==> config.mk <==
export PLATFORM = sky130hd
export DESIGN_NAME = uart_rx_word_ctrl_flat
export DESIGN_NICKNAME = d
export VERILOG_FILES = /design/src/rtl/uart_rx_word_ctrl_if.sv /design/src/rtl/uart_rx_word_ctrl.sv /design/src/flat_wrapper.sv
export SDC_FILE = /design/constraint.sdc
export NUM_CORES = 1
export LEC_CHECK = 0
export CELL_PAD_IN_SITES_DETAIL_PLACEMENT = 2
export CELL_PAD_IN_SITES_GLOBAL_PLACEMENT = 2
export CORE_ASPECT_RATIO = 2
export CORE_MARGIN = 10
export CORE_UTILIZATION = 28
export DETAILED_ROUTE_END_ITERATION = 8
export PLACE_DENSITY_LB_ADDON = 0.15
export SYNTH_ARGS = -nofsm -noshare
export SYNTH_HDL_FRONTEND = slang
export SYNTH_SLANG_ARGS = --single-unit
==> constraint.sdc <==
create_clock -name clk -period 2.2 [get_ports clk]
set_input_delay 0.66 -clock clk [delete_from_list [all_inputs] [get_ports clk]]
set_output_delay 0.66 -clock clk [all_outputs]
set_load 0.05 [all_outputs]
==> src/rtl/uart_rx_word_ctrl_if.sv <==
// rtl/uart_rx_word_ctrl_if.sv - receiver and word-stream signals of uart_rx_word_ctrl
//
// Groups the link to uart_receiver (baud_select, RX_EN, Rx_DATA, Rx_VALID,
// Rx_FERROR, Rx_PERROR) with the downstream word handshake (word_data,
// word_valid, word_ready).
//   master: the word controller (drives receiver control and the word stream)
//   slave : the receiver plus word consumer side

interface uart_rx_word_ctrl_if #(
    parameter int BYTES_PER_WORD = 4
);
    logic [2:0]                    baud_select;
    logic                          RX_EN;
    logic [7:0]                    Rx_DATA;
    logic                          Rx_VALID;
    logic                          Rx_FERROR;
    logic                          Rx_PERROR;
    logic [8*BYTES_PER_WORD-1:0]   word_data;
    logic                          word_valid;
    logic                          word_ready;

    modport master (
        output baud_select, RX_EN, word_data, word_valid,
        input  Rx_DATA, Rx_VALID, Rx_FERROR, Rx_PERROR, word_ready
    );

    modport slave (
        input  baud_select, RX_EN, word_data, word_valid,
        output Rx_DATA, Rx_VALID, Rx_FERROR, Rx_PERROR, word_ready
    );
endinterface

==> src/rtl/uart_rx_word_ctrl.sv <==
// rtl/uart_rx_word_ctrl.sv - sequences uart_receiver and assembles error-free bytes into words
//
// Ports:
//   clk          system clock, rising edge
//   reset        synchronous, active-low reset
//   cfg_enable   1 = run the receiver
//   cfg_baud     requested baud code, copied to baud_select while disabled
//   clr_flags    one-cycle pulse clearing err_count, overrun, timeout_flag
//   bus          uart_rx_word_ctrl_if.master: receiver control/status and word stream
//   err_count    saturating count of dropped bytes/words
//   overrun      sticky: byte or error arrived while a word was held
//   timeout_flag sticky: partial word dropped by the inter-byte timeout
//
// Optional feature: define UART_RX_WORD_CTRL_TIMEOUT_EN to build the
// inter-byte timeout; without it timeout_flag is tied low and partial words
// wait indefinitely.

module uart_rx_word_ctrl #(
    parameter int BYTES_PER_WORD = 4,
    parameter int TIMEOUT_CYCLES = 200000
) (
    input  logic                   clk,
    input  logic                   reset,
    input  logic                   cfg_enable,
    input  logic [2:0]             cfg_baud,
    input  logic                   clr_flags,
    uart_rx_word_ctrl_if.master    bus,
    output logic [7:0]             err_count,
    output logic                   overrun,
    output logic                   timeout_flag
);

    localparam int IDX_W = (BYTES_PER_WORD > 1) ? $clog2(BYTES_PER_WORD) : 1;
    localparam logic [IDX_W-1:0] LAST_LANE = IDX_W'(BYTES_PER_WORD - 1);

    typedef enum logic [1:0] {
        S_DISABLED = 2'd0,
        S_COLLECT  = 2'd1,
        S_HOLD     = 2'd2
    } state_t;

    state_t                        state;
    state_t                        state_next;
    logic [IDX_W-1:0]              byte_idx;
    logic [8*BYTES_PER_WORD-1:0]   word_q;
    logic [2:0]                    baud_q;

    // Receiver inputs are registered once; the second stage only remembers
    // the previous registered level for edge detection.
    logic [7:0] data_q;
    logic       valid_q;
    logic       valid_d;
    logic       err_q;
    logic       err_d;
    logic       err_event;
    logic       byte_event;
    logic       timeout_hit;

    // Control strobes from the FSM to the datapath.
    logic       store_byte;
    logic       clear_idx;
    logic       err_inc;
    logic       set_overrun;
    logic       set_timeout;

    always_ff @(posedge clk) begin
        if (!reset) begin
            data_q  <= 8'h00;
            valid_q <= 1'b0;
            valid_d <= 1'b0;
            err_q   <= 1'b0;
            err_d   <= 1'b0;
        end else begin
            data_q  <= bus.Rx_DATA;
            valid_q <= bus.Rx_VALID;
            valid_d <= valid_q;
            err_q   <= bus.Rx_FERROR | bus.Rx_PERROR;
            err_d   <= err_q;
        end
    end

    // A byte that rises together with an error is treated as the error only.
    assign err_event  = err_q & ~err_d;
    assign byte_event = valid_q & ~valid_d & ~err_event;

`ifdef UART_RX_WORD_CTRL_TIMEOUT_EN
    localparam int CNT_W = $clog2(TIMEOUT_CYCLES + 1);

    logic [CNT_W-1:0] idle_cnt;
    logic             idle_run;

    assign timeout_hit = (idle_cnt == CNT_W'(TIMEOUT_CYCLES));

    // Counts only while a partial word is pending and nothing else happened
    // this cycle; any byte, error, drop or state change restarts it.
    assign idle_run = (state == S_COLLECT) && cfg_enable && (byte_idx != '0)
                      && !err_event && !byte_event && !timeout_hit;

    always_ff @(posedge clk) begin
        if (!reset) begin
            idle_cnt <= '0;
        end else if (idle_run) begin
            idle_cnt <= idle_cnt + CNT_W'(1);
        end else begin
            idle_cnt <= '0;
        end
    end

    always_ff @(posedge clk) begin
        if (!reset) begin
            timeout_flag <= 1'b0;
        end else if (clr_flags) begin
            timeout_flag <= 1'b0;
        end else if (set_timeout) begin
            timeout_flag <= 1'b1;
        end
    end
`else
    assign timeout_hit  = 1'b0;
    assign timeout_flag = 1'b0;
`endif

    always_ff @(posedge clk) begin
        if (!reset) begin
            state <= S_DISABLED;
        end else begin
            state <= state_next;
        end
    end

    always_comb begin
        state_next  = state;
        store_byte  = 1'b0;
        clear_idx   = 1'b0;
        err_inc     = 1'b0;
        set_overrun = 1'b0;
        set_timeout = 1'b0;
        case (state)
            S_DISABLED: begin
                if (cfg_enable) begin
                    state_next = S_COLLECT;
                    clear_idx  = 1'b1;
                end
            end
            S_COLLECT: begin
                if (!cfg_enable) begin
                    state_next = S_DISABLED;
                    clear_idx  = 1'b1;
                end else if (err_event) begin
                    clear_idx = 1'b1;
                    err_inc   = 1'b1;
                end else if (byte_event) begin
                    store_byte = 1'b1;
                    if (byte_idx == LAST_LANE) begin
                        state_next = S_HOLD;
                        clear_idx  = 1'b1;
                    end
                end else if (timeout_hit) begin
                    clear_idx   = 1'b1;
                    err_inc     = 1'b1;
                    set_timeout = 1'b1;
                end
            end
            S_HOLD: begin
                // The held word is never touched here; late arrivals are lost.
                if (err_event || byte_event) begin
                    set_overrun = 1'b1;
                    err_inc     = 1'b1;
                end
                if (bus.word_ready) begin
                    state_next = cfg_enable ? S_COLLECT : S_DISABLED;
                    clear_idx  = 1'b1;
                end
            end
            default: begin
                state_next = S_DISABLED;
                clear_idx  = 1'b1;
            end
        endcase
    end

    always_ff @(posedge clk) begin
        if (!reset) begin
            byte_idx <= '0;
            word_q   <= '0;
            baud_q   <= 3'b000;
        end else begin
            if (store_byte) begin
                word_q[8*byte_idx +: 8] <= data_q;
            end
            if (clear_idx) begin
                byte_idx <= '0;
            end else if (store_byte) begin
                byte_idx <= byte_idx + IDX_W'(1);
            end
            // Baud code only follows the request while the receiver is off.
            if (state == S_DISABLED) begin
                baud_q <= cfg_baud;
            end
        end
    end

    always_ff @(posedge clk) begin
        if (!reset) begin
            err_count <= 8'h00;
            overrun   <= 1'b0;
        end else if (clr_flags) begin
            err_count <= 8'h00;
            overrun   <= 1'b0;
        end else begin
            if (err_inc && (err_count != 8'hFF)) begin
                err_count <= err_count + 8'd1;
            end
            if (set_overrun) begin
                overrun <= 1'b1;
            end
        end
    end

    assign bus.RX_EN       = (state != S_DISABLED);
    assign bus.word_valid  = (state == S_HOLD);
    assign bus.word_data   = word_q;
    assign bus.baud_select = baud_q;

endmodule

==> src/flat_wrapper.sv <==
// flat-port wrapper written by rule: the top's interface ports become plain ports
module uart_rx_word_ctrl_flat 
#(
    parameter int BYTES_PER_WORD = 4,
    parameter int TIMEOUT_CYCLES = 200000
)
  (clk, reset, cfg_enable, cfg_baud, clr_flags, err_count, overrun, timeout_flag, bus_baud_select, bus_RX_EN, bus_word_data, bus_word_valid, bus_Rx_DATA, bus_Rx_VALID, bus_Rx_FERROR, bus_Rx_PERROR, bus_word_ready);
  uart_rx_word_ctrl_if #(.BYTES_PER_WORD(BYTES_PER_WORD)) bus_i ();
  input  logic clk;
  input  logic reset;
  input  logic cfg_enable;
  input  logic [2:0] cfg_baud;
  input  logic clr_flags;
  output logic [7:0] err_count;
  output logic overrun;
  output logic timeout_flag;
  output wire logic [$bits(bus_i.baud_select)-1:0] bus_baud_select;
  output wire logic [$bits(bus_i.RX_EN)-1:0] bus_RX_EN;
  output wire logic [$bits(bus_i.word_data)-1:0] bus_word_data;
  output wire logic [$bits(bus_i.word_valid)-1:0] bus_word_valid;
  input wire logic [$bits(bus_i.Rx_DATA)-1:0] bus_Rx_DATA;
  input wire logic [$bits(bus_i.Rx_VALID)-1:0] bus_Rx_VALID;
  input wire logic [$bits(bus_i.Rx_FERROR)-1:0] bus_Rx_FERROR;
  input wire logic [$bits(bus_i.Rx_PERROR)-1:0] bus_Rx_PERROR;
  input wire logic [$bits(bus_i.word_ready)-1:0] bus_word_ready;
  assign bus_baud_select = bus_i.baud_select;
  assign bus_RX_EN = bus_i.RX_EN;
  assign bus_word_data = bus_i.word_data;
  assign bus_word_valid = bus_i.word_valid;
  assign bus_i.Rx_DATA = bus_Rx_DATA;
  assign bus_i.Rx_VALID = bus_Rx_VALID;
  assign bus_i.Rx_FERROR = bus_Rx_FERROR;
  assign bus_i.Rx_PERROR = bus_Rx_PERROR;
  assign bus_i.word_ready = bus_word_ready;
  uart_rx_word_ctrl #(.BYTES_PER_WORD(BYTES_PER_WORD), .TIMEOUT_CYCLES(TIMEOUT_CYCLES)) u_core (.clk(clk), .reset(reset), .cfg_enable(cfg_enable), .cfg_baud(cfg_baud), .clr_flags(clr_flags), .bus(bus_i), .err_count(err_count), .overrun(overrun), .timeout_flag(timeout_flag));
endmodule
==> flow_summary.toml <==
[final_layout]
n_antenna_cell = 0
final_area_um2 = 3605
final_util_pct = 40.27
final_net_count = 386
fillerInstances = 1022
seqCellArea_um2 = 1201
drive_above_1_share_pct = 20.72
final_cells = 464
syn_to_final_growth_pct = 41.99
multi_input_area_um2 = 1240

[grt]
antenna_found_initial = 0
grt_pass1_vias = 2562
track_usage_pct = 13.11
grt_pass1_wl_mm = 13.58
grt-ovfl-total = 0
grt_start_max_net_pins = 26

[detailed_routing]
num_vias = 2260
wirelength_mm = 8.396
avgViaCountPerCell = 4.871
drt-pass1-iter-count = 5
drc = 0
ant_nets = 0
wl_per_cell_um = 18.09
drt_iter0_drc = 80

[worst_setup_path]
r2r_cells = 5
cp_cell_sequence = "clkdlybuf4s50_1"
worstReg2RegStart = "u_core.byte_idx[0]"
path_delay_family = "buffers and inverters"
r2r-end = "u_core.bus.word_data[19]"
cp-end-kind = "primary output"
arrival_ns = 1.48
critPathSlowestCell = "clkdlybuf4s50_1"
cp_max_fo = 2
cp_slowest_stage_delay_ns = 0.82
criticalPathCategory = "reg2out"
worstSetupStartpointType = "flop"
required_ns = 1.54
r2r_setup_slack_ns = 0.25
crit_buf_inv = 1

[synthesis]
synth_compound_area_share_pct = 14.59
synth_cell_type_count = 38
synth_top_area_cell = "dfxtp_1"
ys_seq_area_share_pct = 47.31
synthFlopType = "dfxtp_1"
synth_area_leaders = "dfxtp_1 47%, nand3_1 7.7%, a21boi_1 7.1%"
synth_most_common_cell = "dfxtp_1"
synth_edf_count = 0
synthTopCellsByCount = "60 x dfxtp_1, 44 x nand2_1, 39 x nand3_1"
syn_area_um2 = 2539
ys_warn_count = 0
synthArstFlopShare_pct = 0
synthAdderAreaFrac_pct = 4.929
synth_nets = 309
synth_top_family_by_area = "simple AND/OR/NAND/NOR gates"
synth_cells = 280
ys_ff_latch = 60
muxShareOfSynthArea_pct = 2.366
synth_xor_area_share_pct = 0.6900
synthDominantCellAreaShare_pct = 47.31
synthSimpleGateAreaFrac_pct = 25.97
avgSynthCellArea_um2 = 9.067

[cts]
hold_buffers = 0
cts_buffers = 9
clock-root-buffer = "clkbuf_16"
cts.sinks = 60
htreeDepth = 3
clkTransAtPathRegs_ns = 0.05
cts_max_path_buffers = 2
cts_tree = "done"
worst_skew_pair.late_latency_ns = 0.34

[floorplan]
num_rows = 49
die_h_um = 154.7
die_x_um = 87.33
io_pins = 66
initial_core_util_pct = 28.36
core_area_um2 = 8951
die-area_um2 = 13510

[placement]
dpl.hpwl_mm = 6.474
gp_congestion = 0.6859
dp_cells = 448
port-buffer-count = 64
dp_slack_ns = -0.1754
dpl_cell_area_um2 = 3298

[sta]
whs_ns = 0.4499
worst_clock_skew_ns = 0.005964
drv_slew = 0
worst_slew_pin_slew_ns = 0.5335
maxSlewHeadroom_pct = 64.28
finalSetupViolCount = 0
period_minus_slack_ns = 2.143
setup_tns_ns = 0
max_freq_mhz = 466.7
setup_ws_ns = 0.05721
finalHoldViolations = 0
final.period_utilization_pct = 97.40
grt_setup_unrepaired = "false"

[pwr]
vdd_drop_max_v = 0.0004955
power.density_nw_per_um2 = 863.0
p_leak_nw = 1.367
power_mw = 3.111

[worst_hold_path]
min_to = "u_core.valid_d"
min_path_type = "reg2reg"
hold_start = "u_core.valid_q"
hold_depth = 1

[outcome]
outcome = "complete, no violations"

[flow_run]
max_cap_viol_count = 0
cell type report:
class                           count  area share (%)
Sequential cell                    60           33.32
Multi-Input combinational cell    199           34.40
Clock buffer                        9           6.248
Tap cell                          102           3.540
Clock inverter                      7           2.152
Inverter                            8          0.8330
Timing Repair Buffer               79           19.51
metal layers:
layer  part of all wire [%]  global-route usage (%)
met5                      0                       0
met4                    2.1                   6.183
met3                    4.2                   3.577
met2                     62                   25.84
met1                     32                   11.17
where the power goes:
part | switching (mW) | internal, mW | leakage [nW] | total, mW
sequential | 0.0403 | 1.13 | 0.487 | 1.17
combinational | 0.298 | 0.232 | 0.745 | 0.529
clock | 0.536 | 0.878 | 0.134 | 1.41
cells by family after synthesis:
group,count (synthesis)
and+or+nand+nor,128
DFF,60
AOI/OAI and AO/OA,52
buffers and inverters,21
adders and majority gates,10
muxes,6
xor gates and xnor gates,2
other,1
layout by cell type (no fill, tap or decap), drive strengths merged, types with 5 or more instances in the layout:
master         netlist  layout
dfxtp               60      60
buf                  6      50
nand2               45      45
nand3               39      39
a21boi              32      32
clkdlybuf4s50        0      29
and2                14      14
ha                  10      10
clkbuf               7       9
inv                  8       8
nor2b                7       7
nor2                 7       7
a21oi                6       6
mux2i                6       6
o21ai                5       5
worst max path at each step:
| stage | startpoint | slack (ns) | to | cells after the start |
|---|---|---|---|---|
| 4_1_cts | u_core.bus.baud_select[2] | 0.02 | bus_baud_select[2] | 1 |
| 5_1_grt | cfg_enable | 0.007 | u_core.bus.word_data[15] | 6 |
| 2_1_floorplan | u_core.state[0] | 0.28 | u_core.err_count[3] | 7 |
| 6_report | u_core.bus.baud_select[2] | 0.06 | bus_baud_select[2] | 1 |
| 3_3_place_gp | cfg_enable | -0.13 | u_core.bus.word_data[2] | 6 |
| 3_5_place_dp | cfg_enable | -0.18 | u_core.bus.word_data[2] | 6 |
state kept, by name, summed over array words and instances (netlist names):
| name | cells |
|---|---|
| u_core.valid_q | 1 |
| u_core.err_d | 1 |
| u_core.byte_idx | 2 |
| u_core.bus.baud_select | 3 |
| u_core.state | 2 |
| u_core.bus.word_data | 32 |
| u_core.err_q | 1 |
| u_core.valid_d | 1 |
| u_core.err_count | 8 |
| u_core.data_q | 8 |
| u_core.overrun | 1 |
repair_timing:
action / 4_1_cts / 5_1_grt
gates resized for setup: 1 / 1
cloned: 0 / 0
buffers inserted: 0 / 0
endpoints found under the setup margin: 1 / 1
Power figures use the tool's default switching activity.
